## config.mk

```make
export PLATFORM = sky130hd
export DESIGN_NAME = fetch
export DESIGN_NICKNAME = d
export VERILOG_FILES = /design/src/rtl/fetch.sv
export SDC_FILE = /design/constraint.sdc
export NUM_CORES = 1
export LEC_CHECK = 0
export CAP_MARGIN = 10
export CORE_MARGIN = 2
export CORE_UTILIZATION = 58
export DETAILED_ROUTE_END_ITERATION = 16
export PLACE_DENSITY = 0.85
export SLEW_MARGIN = 0
export SYNTH_ARGS = -nofsm -noshare
export SYNTH_HDL_FRONTEND = slang
export SYNTH_SLANG_ARGS = --single-unit
```

## constraint.sdc

```tcl
create_clock -name clk -period 17.4 [get_ports clk]
set_input_delay 5.22 -clock clk [delete_from_list [all_inputs] [get_ports clk]]
set_output_delay 5.22 -clock clk [all_outputs]
set_load 0.005 [all_outputs]
```

## src/rtl/fetch.sv

```systemverilog
// fetch: instruction fetch stage of the in-order RV32 pipeline (IF/ID producer).
//
// Owns the fetch PC, issues in-order word requests to instruction memory under
// a credit limit of BUF_DEPTH (in-flight requests plus buffered words), buffers
// returned words with their PCs, and presents one registered pc_o/inst_o pair
// per cycle to decode. Decode redirects (pcsel != 0) flush the buffer and mark
// every in-flight response for discard. StallFetch_i holds IF/ID and the
// buffer head; redirects seen while stalled are ignored.
//
// Optional feature macro: FETCH_BYPASS_EN
//   defined   - a kept response arriving while the buffer is empty and IF/ID
//               is advancing loads straight into IF/ID (one cycle less latency)
//   undefined - every response passes through the buffer
//
// Ports:
//   clk, reset            clock (rising edge), synchronous active-high reset
//   StallFetch_i          hold IF/ID register and buffer head
//   pcsel, branch_tar     redirect request/target from decode
//   imem_req_o/addr_o     request valid / word address
//   imem_gnt_i            request accepted this cycle
//   imem_rvalid_i/rdata_i in-order response valid / data
//   pc_o, inst_o          IF/ID register
//   inst_valid_o          IF/ID holds a real instruction
module fetch #(
  parameter int                  WIDTH     = 32,
  parameter int                  ADDR_LEN  = 32,
  parameter logic [ADDR_LEN-1:0] RESET_PC  = 32'h0000_0000,
  parameter int                  BUF_DEPTH = 2
) (
  input  logic                clk,
  input  logic                reset,
  input  logic                StallFetch_i,
  input  logic [1:0]          pcsel,
  input  logic [ADDR_LEN-1:0] branch_tar,
  output logic                imem_req_o,
  output logic [ADDR_LEN-1:0] imem_addr_o,
  input  logic                imem_gnt_i,
  input  logic                imem_rvalid_i,
  input  logic [WIDTH-1:0]    imem_rdata_i,
  output logic [ADDR_LEN-1:0] pc_o,
  output logic [WIDTH-1:0]    inst_o,
  output logic                inst_valid_o
);

  localparam int CW = $clog2(BUF_DEPTH) + 1;
  localparam int IW = (BUF_DEPTH > 1) ? $clog2(BUF_DEPTH) : 1;
  localparam logic [WIDTH-1:0] NOP     = WIDTH'(32'h0000_0013);
  localparam logic [IW-1:0]    LAST    = IW'(BUF_DEPTH - 1);
  localparam logic [CW-1:0]    DEPTH_C = CW'(BUF_DEPTH);

  typedef struct packed {
    logic [ADDR_LEN-1:0] pc;
    logic [WIDTH-1:0]    inst;
  } entry_t;

  logic [ADDR_LEN-1:0] fetch_pc;
  logic [CW-1:0]       outstanding, drop_cnt, buf_cnt;

  // PC of every granted request, consumed in order as responses return
  logic [ADDR_LEN-1:0] tag_mem [BUF_DEPTH];
  logic [IW-1:0]       tag_wr, tag_rd;

  entry_t              ibuf_mem [BUF_DEPTH];
  logic [IW-1:0]       ibuf_wr, ibuf_rd;

  logic   redir, fire, keep, advance, push, pop, byp;
  entry_t rsp;
  logic   unused_tar_lsb;

  function automatic logic [IW-1:0] nxt(input logic [IW-1:0] p);
    return (p == LAST) ? '0 : p + 1'b1;
  endfunction

  assign redir       = (pcsel != 2'b00) && !StallFetch_i;
  assign imem_req_o  = !reset && !redir && ((outstanding + buf_cnt) < DEPTH_C);
  assign imem_addr_o = fetch_pc;
  assign fire        = imem_req_o && imem_gnt_i;
  assign keep        = imem_rvalid_i && (drop_cnt == '0);
  assign advance     = !StallFetch_i && !redir;
  assign rsp         = '{pc: tag_mem[tag_rd], inst: imem_rdata_i};

`ifdef FETCH_BYPASS_EN
  assign byp = keep && advance && (buf_cnt == '0);
`else
  assign byp = 1'b0;
`endif

  // a same-cycle kept response is lost to the flush on redirect
  assign push = keep && !redir && !byp;
  assign pop  = advance && (buf_cnt != '0);

  // target is word aligned, low bits carry no meaning here
  assign unused_tar_lsb = ^branch_tar[1:0];

  always_ff @(posedge clk) begin
    if (reset) begin
      fetch_pc    <= RESET_PC;
      outstanding <= '0;
      drop_cnt    <= '0;
      buf_cnt     <= '0;
      tag_wr      <= '0;
      tag_rd      <= '0;
      ibuf_wr     <= '0;
      ibuf_rd     <= '0;
    end else begin
      if (redir)     fetch_pc <= {branch_tar[ADDR_LEN-1:2], 2'b00};
      else if (fire) fetch_pc <= fetch_pc + ADDR_LEN'(4);

      outstanding <= outstanding + CW'(fire) - CW'(imem_rvalid_i);

      // after a redirect every request still in flight is wrong-path; one
      // returning this edge (kept or dropped) is already out of flight
      if (redir)
        drop_cnt <= outstanding - CW'(imem_rvalid_i);
      else if (imem_rvalid_i && (drop_cnt != '0))
        drop_cnt <= drop_cnt - 1'b1;

      if (fire)          tag_wr <= nxt(tag_wr);
      if (imem_rvalid_i) tag_rd <= nxt(tag_rd);

      if (redir) begin
        buf_cnt <= '0;
        ibuf_wr <= '0;
        ibuf_rd <= '0;
      end else begin
        buf_cnt <= buf_cnt + CW'(push) - CW'(pop);
        if (push) ibuf_wr <= nxt(ibuf_wr);
        if (pop)  ibuf_rd <= nxt(ibuf_rd);
      end
    end
  end

  always_ff @(posedge clk) begin
    if (fire) tag_mem[tag_wr]   <= fetch_pc;
    if (push) ibuf_mem[ibuf_wr] <= rsp;
  end

  // IF/ID register; pc_o keeps its value whenever a NOP is loaded
  always_ff @(posedge clk) begin
    if (reset) begin
      pc_o         <= '0;
      inst_o       <= NOP;
      inst_valid_o <= 1'b0;
    end else if (redir) begin
      inst_o       <= NOP;
      inst_valid_o <= 1'b0;
    end else if (advance) begin
      if (pop) begin
        pc_o         <= ibuf_mem[ibuf_rd].pc;
        inst_o       <= ibuf_mem[ibuf_rd].inst;
        inst_valid_o <= 1'b1;
      end else if (byp) begin
        pc_o         <= rsp.pc;
        inst_o       <= rsp.inst;
        inst_valid_o <= 1'b1;
      end else begin
        inst_o       <= NOP;
        inst_valid_o <= 1'b0;
      end
    end
  end

endmodule
```

## Yosys cells after proc, flatten, opt, wreduce, memory -nomap -nowiden

Memories as Yosys holds them, arrays and structs flattened. A register that Yosys moved wholly into a read port is not among the register bits.
Cells that the tools add are included.

- Bits in registers: 107
- Memory bits (writable): 192
- Input port bits: 71
- Output and inout port bits: 98
- Logic and storage cells: 66
- Memories kept: 2

- $add $sub $neg: 12
- $lt $le $gt $ge: 1
- Mux-type cells: 18
- Bitwise gates (word level): 1
- Reductions and logical operators: 20

Memories:

| name | depth | bits a word | read ports | clocked after Yosys merged registers in | wr ports | line | source |
|---|---|---|---|---|---|---|---|
| ibuf_mem | 2 | 64 | 1 | 1 | 1 | 63 | `entry_t ibuf_mem [BUF_DEPTH];` |
| tag_mem | 2 | 32 | 1 | 1 | 1 | 60 | `logic [ADDR_LEN-1:0] tag_mem [BUF_DEPTH];` |

Operators with widths:

| operator | count |
|---|---|
| $mux W32 | 3 |
| $add A32 B3 Y32 const B | 1 |
| $mux W1 | 13 |
| $reduce_bool A2 Y1 | 5 |
| $logic_and A1 B1 Y1 | 9 |
| $sub A2 B1 Y2 | 3 |
| $add A1 B1 Y1 const B | 4 |
| $add A2 B1 Y2 | 2 |
| $mux W2 | 2 |
| $logic_not A1 Y1 | 3 |
| $reduce_and A3 Y1 | 1 |
| $add A2 B2 Y2 | 1 |
| $logic_not A2 Y1 | 1 |
| $lt A2 B2 Y1 const B | 1 |
| $reduce_or A2 Y1 | 1 |
| $sub A2 B1 Y2 const B | 1 |
| $not A1 Y1 | 1 |

## Logic depth before layout (Yosys ltp)

Gate-level depths: netlist of run 1.

- Word-level depth: 8
- Gate-level depth with buffers: 11
- Depth with buffers taken out: 9

## Worst setup path after synthesis of run 1

OpenSTA, ideal clock, no wires.

- Path kind: in2out
- Start point: in reset
- End point: out imem_req_o
- Arrival time: 6.269 ns
- Required time: 12.180 ns
- Path slack: 5.911 ns
- Stages on the path: 5
- Path buffers: 3
- Cells stage by stage: clkbuf_1 -> nand2b_1 -> clkbuf_1 -> clkbuf_1 -> nor2_1

- Cells in the longest elaborated chain, start to end: 3

RTL lines:

| what | line | source |
|---|---|---|
| start, declared | 31 | `input logic reset,` |
| $logic_not A1 Y1 | 75 | `assign imem_req_o = !reset && !redir && ((outstanding + buf_cnt) < DEPTH_C);` |
| $logic_and A1 B1 Y1 (2 in a row) | 75 |  |
| end, declared | 35 | `output logic imem_req_o,` |

No other way between the ends.

## Worst setup path in the final report of run 1

- Start point: in StallFetch_i
- End point: out imem_req_o

- Cells in the longest elaborated chain, start to end: 5

RTL lines:

| what | line | source |
|---|---|---|
| start, declared | 32 | `input logic StallFetch_i,` |
| $logic_not A1 Y1 | 74 | `assign redir = (pcsel != 2'b00) && !StallFetch_i;` |
| $logic_and A1 B1 Y1 | 74 |  |
| $logic_not A1 Y1 | 75 |  |
| $logic_and A1 B1 Y1 (2 in a row) | 75 |  |

No other way between the ends.

==> results.md, run 1 <==
- Worst Max-Slew Pin Slew: 1.01 ns
- Final hold vios: 0
- Clock sinks: 289
- MaxCap Viol Count: 0
- Worst Hold Class: register to register
- Htree depth: 1
- Post-synthesis register bit count: 289
- Die Width: 142 µm
- CP Depth: 7
- Number of buffers created by CTS: 28
- Final max-slew violation count: 0
- Synth area leaders: edfxtp_1, dfxtp_1, mux2_2
- Peak VDD IR: 84.1 µV
- Crit Path Category: input port to output port
- Drc violations: 0
- Slew margin rel.: 32.4%
- Crit path max fanout: 64
- Initial antenna violation count: 0
- GR Overflow Total: 0
- Status: complete, no violations
- CP startpoint: StallFetch_i
- Area leader, netlist: edfxtp_1
- Mapped Cells: 803
- FF-to-FF End: imem_addr_o[31]
- Layout area overhead: 23.8%
- Reg2Reg Setup Slack: 14.81 ns
- Clock transition at path regs: 0.06 ns
- Synth Warn #: 0
- Max Fclk: 0.0770 GHz
- Bufs and invs on worst path: 4
- Fin nets: 1033
- Clock Tree Buf Depth: 3
- GP Congestion: 0.835
- Drt initial violations: 508
- Via/cell ratio: 5.78
- Crit. End Element: output port
- TNS Setup: 0 ns
- Hpwl dp: 14000 µm
- Setup-failing EPs final: 0
- Largest net degree at the start of global routing: 92
- Worst EP required: 12.18 ns
- CP arrival: 7.77 ns
- Worst-path cell chain: clkdlybuf4s50_1 -> o21bai_4 -> buf_4 -> nand2b_1 -> buf_4 -> nor2_1 -> clkdlybuf4s50_1
- Startpoint Class: input port
- Fill count: 1174
- Crit-path leading delay family: buffers and inverters
- # resized after CTS: 0
- Row count: 50
- Initial Utilization: 59.3%
- Leakage: 4.55 nW
- Power per cell area: 105 mW/mm²
- Yosys cell types: 42
- WL final: 22700 µm
- Yosys top cell area share: 49.8%
- Detail Route Antenna Nets: 0
- Slowest-stage cell, CP: clkdlybuf4s50_1
- RSZ-0062 raised after global routing: no
- Layout cell share with drive strength beyond 1: 11.9%
- First-pass GRT wire length: 35900 µm
- Min Tclk post-route: 12.99 ns
- Top_reg_cell synth: edfxtp_1
- Worst path max stage delay: 0.68 ns
- IO Port Bufs: 162
- EDFF count, synth: 184
- Root Buffer Master: clkbuf_16
- Reg2reg path depth: 5
- Worst r2r src: imem_addr_o[13]
- I/O Pins: 169
- Non-Filler Instances: 1211
- Vias: 7004
- Die Height: 142 µm
- Routed wire per std cell: 18.7 µm
- Seq/Total Area, Yosys: 68.8%
- Async S/R FF share, synth: 0%
- Total GRT Usage: 22.5%
- Period utilisation layout: 74.6%
- First-pass DRT Iterations: 5
- Placed cells: 1159
- CTS tree: yes
- Core area: 0.0187 mm²
- Vias in the first global route: 6888
- Clock skew: 0.0119 ns
- Setup bufs post-CTS: 0
- Mapped cell area: 0.0111 mm²
- Clk Latency, worst-skew pair: 0.53 ns
- Hold Buf Count CTS: 0
- Worst setup endpoint: imem_req_o
- Synth Area per Inst: 13.8 µm²
- Ant diodes: 0
- Total die area: 0.0202 mm²
==> cells in the mapped netlist, types with 2 or more instances <==
library cell,count
nand3_1,10
buf_4,4
clkbuf_1,30
and3_1,11
a21oi_1,6
or3_1,3
a22oi_1,29
edfxtp_1,184
and2_1,3
nand2_1,12
xnor2_1,12
dfxtp_1,105
mux2i_1,35
inv_1,8
o21ai_0,4
and4_1,4
ha_1,7
a211oi_1,58
nand4_1,15
xor2_1,19
o311a_1,4
nand4_2,2
buf_1,13
nor2b_1,4
nor4_1,5
o31ai_1,2
nor3_1,14
nand2b_1,4
o21bai_1,4
nor2_1,116
mux2_2,60
buf_2,6
==> worst reg2reg max path: cells and delay by family (launching register included) <==
family,cells,cell delay [ns]
AND/OR/NAND/NOR,4,1.75
flip-flops,1,0.49
AO/OA/AOI/OAI,1,0.27
==> stage by stage <==
| stage | worst slack [ns] | instance area (µm²) | utilization [%] | power (mW) | hold WS [ns] |
|---|---|---|---|---|---|
| 6_report | 4.41 | 13700 | 73.4 | 1.44 | 0.476 |
| 5_1_grt | 4.29 | 13700 | 73.4 | 1.49 | 0.513 |
| 4_1_cts | 4.45 | 13700 | 73.4 | 1.45 | 0.481 |
| 3_5_place_dp | 4.45 | 12900 | 69.0 | 0.911 | 0.467 |
| 3_3_place_gp | 4.46 | 12900 | 69.0 | 0.906 | 0.457 |
| 2_1_floorplan | 5.91 | 11100 | - | 0.858 | 0.462 |
==> report_power, final <==
part | switching (mW) | total, mW | internal, mW
Sequential | 0.0183 | 0.782 | 0.764
Clock | 0.237 | 0.542 | 0.305
Combinational | 0.0592 | 0.115 | 0.0558
==> cell families (layout without fill, tap and decap cells) <==
logic type / count (synthesis) / in the layout / synth area share (%)
adder cells (fa/ha/maj): 7 / 7 / 0.790
AND/OR/NAND/NOR: 208 / 208 / 9.01
flip-flops: 289 / 289 / 68.8
other: 1 / 4 / 0.0338
AO/OA/AOI/OAI: 111 / 111 / 7.42
buffers and inverters: 61 / 232 / 2.27
multiplexers: 95 / 95 / 9.25
XOR/XNOR: 31 / 31 / 2.45
==> registers in the layout (all words and copies together) (netlist names), named ones only <==
name          count
pc_o             30
tag_rd            1
ibuf_rd           1
drop_cnt          2
inst_o           32
ibuf_mem        124
outstanding       2
imem_addr_o      30
inst_valid_o      1
tag_wr            1
tag_mem          60
buf_cnt           2
ibuf_wr           1
==> final cells by class <==
class                           instances  area (µm²)  share of cell area, %
Clock buffer                           38         759                   5.53
Sequential cell                       289        7630                   55.6
Multi-Input combinational cell        456        3260                   23.7
Inverter                                8        30.0                  0.219
Clock inverter                         14        65.1                  0.474
Tap cell                              234         293                   2.13
Timing Repair Buffer                  172        1690                   12.3
==> worst min path at each step <==
stage | cells past startpoint | end | from
after floorplan | 2 | inst_o[0] | inst_o[0]
after global placement | 2 | inst_o[1] | inst_o[1]
after detailed placement | 2 | inst_o[1] | inst_o[1]
after CTS | 2 | inst_o[1] | inst_o[1]
after global routing | 2 | inst_o[1] | inst_o[1]
final | 2 | inst_o[1] | inst_o[1]
==> placed cells by master, fill, tap and decap left out, drive strengths merged, types with 11 or more instances in the layout <==
cell type	n
mux2i	35
nor2	116
edfxtp	184
a22oi	29
nand4	17
clkdlybuf4s50	161
and3	11
xnor2	12
nand2	12
buf	11
dfxtp	105
clkinv	12
nor3	15
xor2	19
mux2	60
clkbuf	38
a211oi	58
==> metal layers <==
metal	GRT usage (%)	part of all wire, %
met5	0	0
met4	7.00	2.1
met3	3.70	7.8
met2	36.1	47
met1	31.8	43
Note: power is estimated with default switching activity, not from simulation.
==> inputs of run 2 (changes only) <==
--- a/config.mk
+++ b/config.mk
@@ -7,9 +7,9 @@
 export LEC_CHECK = 0
 export CAP_MARGIN = 10
 export CORE_MARGIN = 2
-export CORE_UTILIZATION = 58
+export CORE_UTILIZATION = 48
 export DETAILED_ROUTE_END_ITERATION = 16
-export PLACE_DENSITY = 0.85
+export PLACE_DENSITY = 0.75
 export SLEW_MARGIN = 0
 export SYNTH_ARGS = -nofsm -noshare
 export SYNTH_HDL_FRONTEND = slang
==> constraint.sdc (replaced) <==
create_clock -name clk -period 11.4 [get_ports clk]
set_input_delay 3.42 -clock clk [delete_from_list [all_inputs] [get_ports clk]]
set_output_delay 3.42 -clock clk [all_outputs]
set_load 0.005 [all_outputs]
==> results.md, run 2 (synthesized netlist as in run 1, its figures left out) <==
- Ant diodes: 0 (unchanged)
- Commonest non-fill, non-tap cells in the layout: edfxtp_1, clkdlybuf4s50_1, nor2_1 (unchanged)
- Initial Utilization: 49.0% (was 59.3%)
- Worst EP required: 7.98 ns (was 12.18 ns)
- Crit. End Element: output port (unchanged)
- Final instance area: 0.0139 mm² (was 0.0137 mm²)
- First-pass DRT Iterations: 5 (unchanged)
- Via/cell ratio: 5.46 (was 5.78)
- Routed wire per std cell: 18.0 µm (was 18.7 µm)
- GR Overflow Total: 0 (unchanged)
- Reg2Reg Setup Slack: 8.76 ns (was 14.81 ns)
- Clk Latency, worst-skew pair: 0.53 ns (about the same)
- Root Buffer Master: clkbuf_16 (unchanged)
- Reg2reg path depth: 5 (unchanged)
- Clock Tree Buf Depth: 3 (unchanged)
- Die Height: 156 µm (was 142 µm)
- Min Tclk post-route: 8.86 ns
- Final hold vios: 0 (unchanged)
- RSZ-0062 raised after global routing: no (unchanged)
- Drc violations: 0 (unchanged)
- Leakage: 4.60 nW (was 4.55 nW)
- Clock transition at path regs: 0.06 ns (about the same)
- Clock skew: 0.00803 ns (was 0.0119 ns)
- Core area: 0.0226 mm² (was 0.0187 mm²)
- Htree depth: 1 (unchanged)
- WL final: 22700 µm (about the same)
- Total die area: 0.0243 mm² (was 0.0202 mm²)
- Dpl ws: 2.53 ns (was 4.45 ns)
- Most flops, register: ibuf_mem (unchanged)
- NetSw: 0.495 mW (was 0.315 mW)
- Detail Route Antenna Nets: 0 (unchanged)
- Crit path max fanout: 38 (was 64)
- GP Congestion: 0.779 (was 0.835)
- Setup bufs post-CTS: 0 (unchanged)
- MaxCap Viol Count: 0 (unchanged)
- Post-DP Area: 0.0130 mm² (was 0.0129 mm²)
- Total GRT Usage: 18.2% (was 22.5%)
- Drt initial violations: 478 (was 508)
- Final max-slew violation count: 0 (unchanged)
- IO Port Bufs: 162 (unchanged)
- Clock sinks: 289 (unchanged)
- TNS Setup: 0 ns (unchanged)
- Power per cell area: 163 mW/mm² (was 105 mW/mm²)
- Vias: 6907 (was 7004)
- Fill count: 1698 (was 1174)
- Hold Buf Count CTS: 0 (unchanged)
- Largest net degree at the start of global routing: 92 (unchanged)
- Largest regs: ibuf_mem (124), tag_mem (60), inst_o (32) (unchanged)
- Crit Path Category: input port to output port (unchanged)
- FF-to-FF End: imem_addr_o[31] (unchanged)
- Max reg flops: 124 (unchanged)
- Net Sw Frac: 21.9% (about the same)
- Cell internal pwr: 1.76 mW (was 1.12 mW)
- Layout cell share with drive strength beyond 1: 13.0% (was 11.9%)
- First-pass GRT wire length: 35400 µm (was 35900 µm)
- CP arrival: 5.44 ns (was 7.77 ns)
- CTS tree: yes (unchanged)
- Max Fclk: 0.113 GHz
- Comb pwr share: 7.8% (was 8.0%)
- Initial antenna violation count: 0 (unchanged)
- Vias in the first global route: 6711 (was 6888)
- Layout area overhead: 25.1% (was 23.8%)
- Worst r2r src: imem_addr_o[13] (unchanged)
- I/O Pins: 169 (unchanged)
- Worst Hold Path EP: inst_o[1] (unchanged)
- Row count: 55 (was 50)
- Number of buffers created by CTS: 29 (was 28)
- Period utilisation layout: 77.7%
- Hold Startpoint: inst_o[1] (unchanged)
- Status: complete, no violations (unchanged)
- Fin nets: 1034 (was 1033)
- Startpoint Class: input port (unchanged)
- Die Width: 156 µm (was 142 µm)
- WHS Path Cells: 2 (unchanged)
- Final setup margin: 2.54 ns (was 4.41 ns)
- Placed cells: 1210 (was 1159)
- Hpwl dp: 14000 µm (about the same)
- Worst Max-Slew Pin Slew: 1.02 ns (was 1.01 ns)
- Peak VDD IR: 122 µV (was 84.1 µV)
- Seq pwr share: 52.9% (was 54.3%)
- # resized after CTS: 0 (unchanged)
- Most common cell after layout, fill and taps aside: edfxtp_1 (unchanged)
- Worst Hold Class: register to register (unchanged)
- CP startpoint: StallFetch_i (unchanged)
- Setup-failing EPs final: 0 (unchanged)
- Slew margin rel.: 32.1% (was 32.4%)
- Non-Filler Instances: 1264 (was 1211)
- Clock power frac: 39.4% (was 37.7%)
[run 2: cell types whose count changed in the layout (fill, tap and decap cells not counted), sizes merged]
| cell | change |
|---|---|
| clkinv | +1 |
| bufinv | +1 |
[run 2: stage by stage]
stage | util, % | power, mW | hold slack [ns]
global route | 61.3 | 2.34 | 0.516
global placement | 57.3 | 1.38 | 0.455
floorplan | - | 1.31 | 0.462
CTS | 61.3 | 2.28 | 0.481
detailed placement | 57.3 | 1.39 | 0.466
finish | 61.3 | 2.26 | 0.477
[run 2: final cells by class]
type / instances / area, µm² / share of cell area [%]
Clock buffer: 38 / 790 / 5.69
Clock inverter: 16 / 115 / 0.830
Inverter: 8 / 30.0 / 0.216
Multi-Input combinational cell: 456 / 3260 / 23.5
Sequential cell: 289 / 7630 / 55.0
Tap cell: 285 / 357 / 2.57
Timing Repair Buffer: 172 / 1690 / 12.2
[run 2: per-layer routing]
| layer | global-route usage [%] | share of wire, % |
|---|---|---|
| met1 | 26.3 | 46 |
| met2 | 28.7 | 46 |
| met3 | 3.17 | 6.4 |
| met4 | 4.59 | 1.9 |
| met5 | 0 | 0 |
[run 2: worst max-delay path by stage]
stage / to / slack, ns / depth (start not counted)
final: imem_req_o / 2.54 / 6
after CTS: imem_req_o / 2.52 / 6
after global routing: imem_req_o / 2.47 / 6
after global placement: imem_req_o / 2.56 / 6
after floorplan: imem_req_o / 3.51 / 5
after detailed placement: imem_req_o / 2.53 / 6
[run 2: worst max-delay path: stages]
cell             delay (ns)
clkdlybuf4s50_1        0.61
o21bai_4               0.28
nand2b_1               0.11
buf_4                  0.41
nor2_1                 0.11
clkdlybuf4s50_1        0.47
[run 2: power by group through the flow]
stage / registers [mW] / clock network, mW / logic (mW)
3_5_place_dp: 1.22 / 0 / 0.176
6_report: 1.19 / 0.889 / 0.175
4_1_cts: 1.19 / 0.906 / 0.177
5_1_grt: 1.20 / 0.949 / 0.191
2_1_floorplan: 1.21 / 0 / 0.0995
3_3_place_gp: 1.21 / 0 / 0.172
